File: config.mk
export PLATFORM = sky130hd
export DESIGN_NAME = y86_alu_pipe
export DESIGN_NICKNAME = d
export VERILOG_FILES = /design/src/rtl/y86_alu_pkg.sv /design/src/rtl/y86_alu_core.sv /design/src/rtl/y86_alu_pipe.sv
export SDC_FILE = /design/constraint.sdc
export NUM_CORES = 1
export LEC_CHECK = 0
export CAP_MARGIN = 10
export CORE_UTILIZATION = 35
export CTS_CLUSTER_DIAMETER = 60
export DETAILED_ROUTE_END_ITERATION = 10
export GPL_TIMING_DRIVEN = 0
export HOLD_SLACK_MARGIN = 0.02
export SETUP_SLACK_MARGIN = 0.02
export SYNTH_ARGS = -nofsm -noshare
export SYNTH_HDL_FRONTEND = slang
export SYNTH_SLANG_ARGS = --single-unit
File: constraint.sdc
create_clock -name clk -period 9.4 [get_ports clk]
set_input_delay 1.41 -clock clk [delete_from_list [all_inputs] [get_ports clk]]
set_output_delay 1.41 -clock clk [all_outputs]
set_load 0.005 [all_outputs]
File: src/rtl/y86_alu_pkg.sv
// Shared constants and types for the Y86 execute-stage ALU: function codes,
// branch/cmov condition codes, and the architectural condition-code register layout.
package y86_alu_pkg;

  localparam logic [3:0] ALU_ADD = 4'd0;
  localparam logic [3:0] ALU_SUB = 4'd1;
  localparam logic [3:0] ALU_AND = 4'd2;
  localparam logic [3:0] ALU_XOR = 4'd3;

  localparam logic [3:0] COND_ALWAYS = 4'd0;
  localparam logic [3:0] COND_LE     = 4'd1;
  localparam logic [3:0] COND_L      = 4'd2;
  localparam logic [3:0] COND_E      = 4'd3;
  localparam logic [3:0] COND_NE     = 4'd4;
  localparam logic [3:0] COND_GE     = 4'd5;
  localparam logic [3:0] COND_G      = 4'd6;

  typedef struct packed {
    logic zf;
    logic sf;
    logic of;
  } cc_t;

  localparam cc_t CC_RESET = '{zf: 1'b1, sf: 1'b0, of: 1'b0};

  // Signed comparisons use SF^OF as "less than"; codes 7..15 never fire.
  function automatic logic eval_cond(input cc_t cc, input logic [3:0] cond);
    logic lt;
    lt = cc.sf ^ cc.of;
    case (cond)
      COND_ALWAYS: return 1'b1;
      COND_LE:     return lt | cc.zf;
      COND_L:      return lt;
      COND_E:      return cc.zf;
      COND_NE:     return !cc.zf;
      COND_GE:     return !lt;
      COND_G:      return !lt && !cc.zf;
      default:     return 1'b0;
    endcase
  endfunction

endpackage

File: src/rtl/y86_alu_core.sv
// Combinational Y86 OPq datapath: r = b OP a with zero/sign/overflow flags
// and an error flag for unsupported function codes.
module y86_alu_core
  import y86_alu_pkg::*;
#(
  parameter int WIDTH = 64
) (
  input  logic [3:0]       ifun,
  input  logic [WIDTH-1:0] a,
  input  logic [WIDTH-1:0] b,
  output logic [WIDTH-1:0] r,
  output logic             zf,
  output logic             sf,
  output logic             of,
  output logic             err
);

  logic [WIDTH-1:0] sum;
  logic [WIDTH-1:0] diff;

  assign sum  = b + a;
  assign diff = b - a;

  // Operand order follows Y86: valB is the left-hand operand.
  always_comb begin
    r   = '0;
    of  = 1'b0;
    err = 1'b0;
    case (ifun)
      ALU_ADD: begin
        r  = sum;
        of = (a[WIDTH-1] == b[WIDTH-1]) && (sum[WIDTH-1] != a[WIDTH-1]);
      end
      ALU_SUB: begin
        r  = diff;
        of = (a[WIDTH-1] != b[WIDTH-1]) && (diff[WIDTH-1] != b[WIDTH-1]);
      end
      ALU_AND: r = b & a;
      ALU_XOR: r = b ^ a;
      default: err = 1'b1;
    endcase
  end

  assign zf = (r == '0);
  assign sf = r[WIDTH-1];

endmodule

File: src/rtl/y86_alu_pipe.sv
// Registered Y86 execute stage: one-deep result register with valid/ready
// backpressure, architectural CC register, and combinational cond evaluation.
module y86_alu_pipe
  import y86_alu_pkg::*;
#(
  parameter int   WIDTH    = 64,
  parameter logic RESET_ZF = 1'b1
) (
  input  logic             clk,
  input  logic             rst_n,
  input  logic             in_valid,
  output logic             in_ready,
  input  logic [3:0]       ifun,
  input  logic [WIDTH-1:0] val_a,
  input  logic [WIDTH-1:0] val_b,
  input  logic             set_cc,
  output logic             out_valid,
  input  logic             out_ready,
  output logic [WIDTH-1:0] val_e,
  output logic             op_err,
  output logic             cc_zf,
  output logic             cc_sf,
  output logic             cc_of,
  input  logic [3:0]       cond,
  output logic             cnd
);

  logic [WIDTH-1:0] core_r;
  logic             core_zf;
  logic             core_sf;
  logic             core_of;
  logic             core_err;
  logic             accept;
  cc_t              cc;

  y86_alu_core #(
    .WIDTH (WIDTH)
  ) u_core (
    .ifun (ifun),
    .a    (val_a),
    .b    (val_b),
    .r    (core_r),
    .zf   (core_zf),
    .sf   (core_sf),
    .of   (core_of),
    .err  (core_err)
  );

  // A slot is free when empty or when its current result leaves this cycle.
  assign in_ready = !out_valid || out_ready;
  assign accept   = in_valid && in_ready;

  always_ff @(posedge clk) begin
    if (!rst_n) begin
      out_valid <= 1'b0;
      val_e     <= '0;
      op_err    <= 1'b0;
      cc        <= '{zf: RESET_ZF, sf: CC_RESET.sf, of: CC_RESET.of};
    end else begin
      if (accept) begin
        val_e     <= core_r;
        op_err    <= core_err;
        out_valid <= 1'b1;
        if (set_cc && !core_err) begin
          cc <= '{zf: core_zf, sf: core_sf, of: core_of};
        end
      end else if (out_valid && out_ready) begin
        out_valid <= 1'b0;
      end
    end
  end

  assign cc_zf = cc.zf;
  assign cc_sf = cc.sf;
  assign cc_of = cc.of;

  always_comb begin
    cnd = eval_cond(cc, cond);
  end

endmodule

### Word-level counts from Yosys, hierarchy flattened

Cells that the tools add are included.

* register bits: 69
* latch bits: 0
* RAM bits: 0
* bits in read-only memories: 0
* input port bits: 141
* output and inout port bits: 71
* memories kept: 0

* $add $sub $neg: 2
* multiply operators: 0
* div/mod/pow operators: 0
* magnitude comparators: 0
* eq/ne operators: 13
* shifts and indexed selects: 0
* multiplexer cells: 6
* bitwise gates (word level): 4
* reduce and logical (&&, ||, !) cells: 16

Operator list (count)
* $pmux 64 s4: 1
* $add 64x64->64: 1
* $and 64x64->64: 1
* $logic_not 64->1: 1
* $sub 64x64->64: 1
* $xor 64x64->64: 1
* $eq 4x2->1 const B: 4
* $eq 4x3->1 const B: 3
* $eq 4x1->1 const B: 2
* $logic_not 4->1: 2
* $pmux 1 s7: 1
* $logic_and 1x1->1: 6
* $reduce_or 4->1: 1
* $logic_not 1->1: 3
* $mux 1: 3
* $ne 1x1->1: 3
* $pmux 1 s2: 1
* $reduce_and 2->1: 1
* $reduce_bool 2->1: 1
* $eq 1x1->1: 1
* $logic_or 1x1->1: 1
* $or 1x1->1: 1
* $xor 1x1->1: 1

### Depth between registers and ports, before layout

* depth after elaboration: 4
* depth in mapped cells: 17

### Cells and area by module

Synthesis repeated with hierarchy kept, for this count alone.

* cells, all modules: 2037
* area, all modules: 13487.9 um2

By module, submodules not included
* y86_alu_core: instances 1, cells each 1729, area an instance 10747.8 um2, sequential area each 0.0 um2
* y86_alu_pipe: instances 1, cells each 308, area an instance 2740.1 um2, sequential area each 1381.3 um2

### Worst setup path after synthesis

No wires, ideal clock.

* kind: input port to flip-flop
* start point: input port val_a[15]
* end point: register cc (netlist bit cc_zf)
* setup time: 0.060 ns
* data arrival time: 4.907 ns
* data required time: 9.340 ns
* path slack: 4.432 ns
* stages on the path: 14
* cells stage by stage: inv_1 ha_1 or4_1 nand2b_4 or4_4 o221ai_2 nor2_2 o31ai_4 a2bb2oi_1 or4b_1 or4_1 nor4_1 nand4_1 nand2b_1

* cells in the longest elaborated chain, start to end: 3
* elaborated cells between the ends (all ways): 6

Ends and longest elaborated chain
* start, declared: line y86_alu_pipe.sv:14 `input logic [WIDTH-1:0] val_a,`
* $sub 64x64->64, or another cell as far along: line y86_alu_core.sv:22 `assign diff = b - a;`
* $pmux 64 s4 *: line y86_alu_core.sv:29 `case (ifun)`
* $logic_not 64->1 *: line y86_alu_core.sv:44 `assign zf = (r == '0);`
* end signal, assigned: line y86_alu_pipe.sv:58 `cc <= '{zf: RESET_ZF, sf: CC_RESET.sf, of: CC_RESET.of};`
* end signal, assigned: line y86_alu_pipe.sv:65 `cc <= '{zf: core_zf, sf: core_sf, of: core_of};`
* end, declared: line y86_alu_pipe.sv:34 `cc_t cc;`

Every way passes the cells marked *; elsewhere a longest branch is shown, timed or not.
A chain may end at the register's enable or synchronous reset.

### Worst setup path in the final report

* start point: input port ifun[1]
* end point: register cc (netlist bit cc_zf)

* cells in the longest elaborated chain, start to end: 4
* elaborated cells between the ends (all ways): 9

Ends and longest elaborated chain
* start, declared: line y86_alu_pipe.sv:13 `input logic [3:0] ifun,`
* branches (longest 4 deep; another with $pmux 64 s4)

Several ways; the timed one is not identified.

==> metrics.txt <==
status completed; DR iter-0 viols 2403; Syn Inst Count about 2100; post-CTS setup buffers 0; commonest non-fill, non-tap cells in the layout 243 x nor2_1, 222 x a21oi_1, 209 x clkdlybuf4s50_1, 179 x nand2_1, 142 x inv_1; CTS max path bufs 2; final core occ 43.9%; initial core utilization 35.9%; Req. time, crit path 9.62 ns; reg-to-reg startpoint out_valid; 1st-pass router iterations 5; Worst-path clk slew 0.06 ns; Sw Share 48.6%; Int Pwr 875 uW; Final GP Congestion 1.04; grt ovf 0; CTS buffer count 9; sequential cell fraction of total power 19.5%; largest net degree at the start of global routing 14; YS warnings 0; min-delay src val_e[5]; Die H approximately 200 um; Routed Antenna Nets 0; WL final 78400 um; clk sinks 69; setup TNS 0 ns; hold crit path type flop to flop; CTS H-Tree Depth 3; Post-CTS Hold Fix Bufs 0; via density per instance 6.50; ys flop type dfxtp_1; relative slew slack 8.22%; Clock Tree Root clkbuf_16; startpoint types input port; FF+latch count, synth 69; Max Cap Viol 0; die area 39700 um2; PortBufs 209; layout cells sized above 1 4.06%; Seq/Total Area, Yosys 10.2%; Post-synth EDFFs 0; FILL cells 4099; CP Class input port to flop; ant diodes 0; Slew Limit Fails 0; WL/cell 27.7 um; CTS tree built; Final Hold Viols 0; crit path time final 8.60 ns; net switching power 828 uW; Logic pwr share 60.6%; pwr dens 102 nW/um2; Setup WS post-layout 0.796 ns; overall power about 1700 uW; distinct cell type count after synthesis 92; Worst Path Arrival a little under 9 ns; DRC 0; commonest non-fill, non-tap cell in the layout nor2_1; clk_skew 0.00926 ns; Post-CTS Resized 0; Leakage approximately 0.0065 uW; Core Area 37900 um2; Max IR drop VDD about 0.00011 V; pin slew with the least headroom to its limit ~1.4 ns; Critical Path Sink Type flop; Post-layout nets roughly 2600; Worst Setup Slack post-DPL 1.06 ns; Vias ~18000; Syn Nets 2362; later-pin clock latency in the skew report 0.33 ns; Final Cycle Share 91.5%; mean post-synth cell area 6.50 um2; Clock power frac 19.9%; asr flop ratio synth 0%; initial antenna violation count 0; Fmax 116 MHz; Die X approximately 200 um; area grow syn2layout 22.4%; first-pass GRT wire length 113000 um; Finish-stage setup viols 0; crit path from ifun[1]; number of global-route vias before repair between 15000 and 20000; CP Max Fanout 10; RSZ-0062 raised after global routing false; row cnt slightly above 70; mapped cell area ~14000 um2; Overall Global Routing Usage 38.4%; Top Ports 212; hpwl dp about 65000 um
cell type report:
type / count / area, um2 / share of cell area (%)
clock inverter: 7 / 73.8 / 0.443
inverter: 150 / 563 / 3.38
sequential: 69 / 1380 / 8.29
tap: 511 / 639 / 3.84
buffer: 131 / 544 / 3.27
clock buffer: 9 / 225 / 1.35
timing repair buffer: 210 / 2110 / 12.6
multi-input combinational: 1742 / 11100 / 66.8
through the flow:
step	std cells	hold WS, ns	instance area (um2)
6_report	2829	0.460	16700
5_1_grt	2829	0.479	16700
4_1_cts	2829	0.460	16700
3_5_place_dp	2813	0.450	16400
3_3_place_gp	2812	0.449	16300
2_1_floorplan	2092	0.453	13600
state kept, by name, summed over array words and instances (netlist names):
signal and cells:
op_err 1, cc_sf 1, out_valid 1, val_e 64, cc_zf 1, cc_of 1
worst paths after layout:
kind	endpoint	slack, ns	cells past startpoint
worst max-delay path	cc_zf	0.80	16
worst max register to register	cc_zf	5.34	12
worst min-delay path	val_e[5]	0.46	2
worst min register to register	val_e[5]	0.46	2
cells in the mapped netlist, drive strengths merged (19+ instances only):
| library cell | instances | area share (%) |
|---|---|---|
| a211oi | 53 | 2.9 |
| a21boi | 19 | 1.1 |
| a21o | 26 | 1.4 |
| a21oi | 224 | 8.3 |
| a31oi | 30 | 1.4 |
| and3 | 27 | 1.2 |
| buf | 38 | 1.4 |
| clkbuf | 93 | 2.6 |
| dfxtp | 69 | 10 |
| ha | 128 | 12 |
| inv | 149 | 4.1 |
| nand2 | 179 | 4.9 |
| nand3 | 42 | 1.5 |
| nand4 | 58 | 2.7 |
| nor2 | 246 | 6.8 |
| nor2b | 25 | 1.1 |
| nor3 | 86 | 3.2 |
| nor4 | 40 | 1.9 |
| o211ai | 33 | 1.8 |
| o21ai | 116 | 4.3 |
| o21bai | 29 | 1.6 |
| o31ai | 60 | 3.4 |
| or2 | 19 | 0.87 |
| xnor2 | 28 | 1.8 |
cells by family after synthesis:
logic type,synth area share [%]
AOI/OAI and AO/OA,38.0
xor gates and xnor gates,2.19
adders and majority gates,11.9
buffers and inverters,8.14
DFF,10.2
muxes,1.21
and+or+nand+nor,28.4
routing by layer:
metal | up-vias | track usage (%) | part of all wire (%)
met5 | - | 0 | 0
met4 | 0 | 18.0 | 5.3
met3 | 227 | 6.62 | 8.8
met2 | 1124 | 61.7 | 44
met1 | 8781 | 49.6 | 42
li1 | 8247 | - | -
critical path, cell delays in order:
cell and delay (ns):
clkdlybuf4s50_1 0.60, nand2b_1 0.46, nor2_1 0.76, clkbuf_1 0.73, clkbuf_1 0.79, buf_2 0.50
buf_1 0.90, buf_1 0.84, clkbuf_1 0.81, nand2_1 0.17, o2111ai_1 0.17, a21oi_1 0.15
o21ai_0 0.23, nor4_1 0.07, nand4_1 0.14, nand2b_1 0.08
power groups by stage:
stage / registers, uW / logic [uW] / clock network (uW)
2_1_floorplan: 332 / 588 / 0
3_3_place_gp: 337 / 989 / 0
3_5_place_dp: 337 / 989 / 0
4_1_cts: 331 / 995 / 338
5_1_grt: 332 / 1090 / 353
6_report: 332 / 1030 / 338
Power figures use the tool's default switching activity.
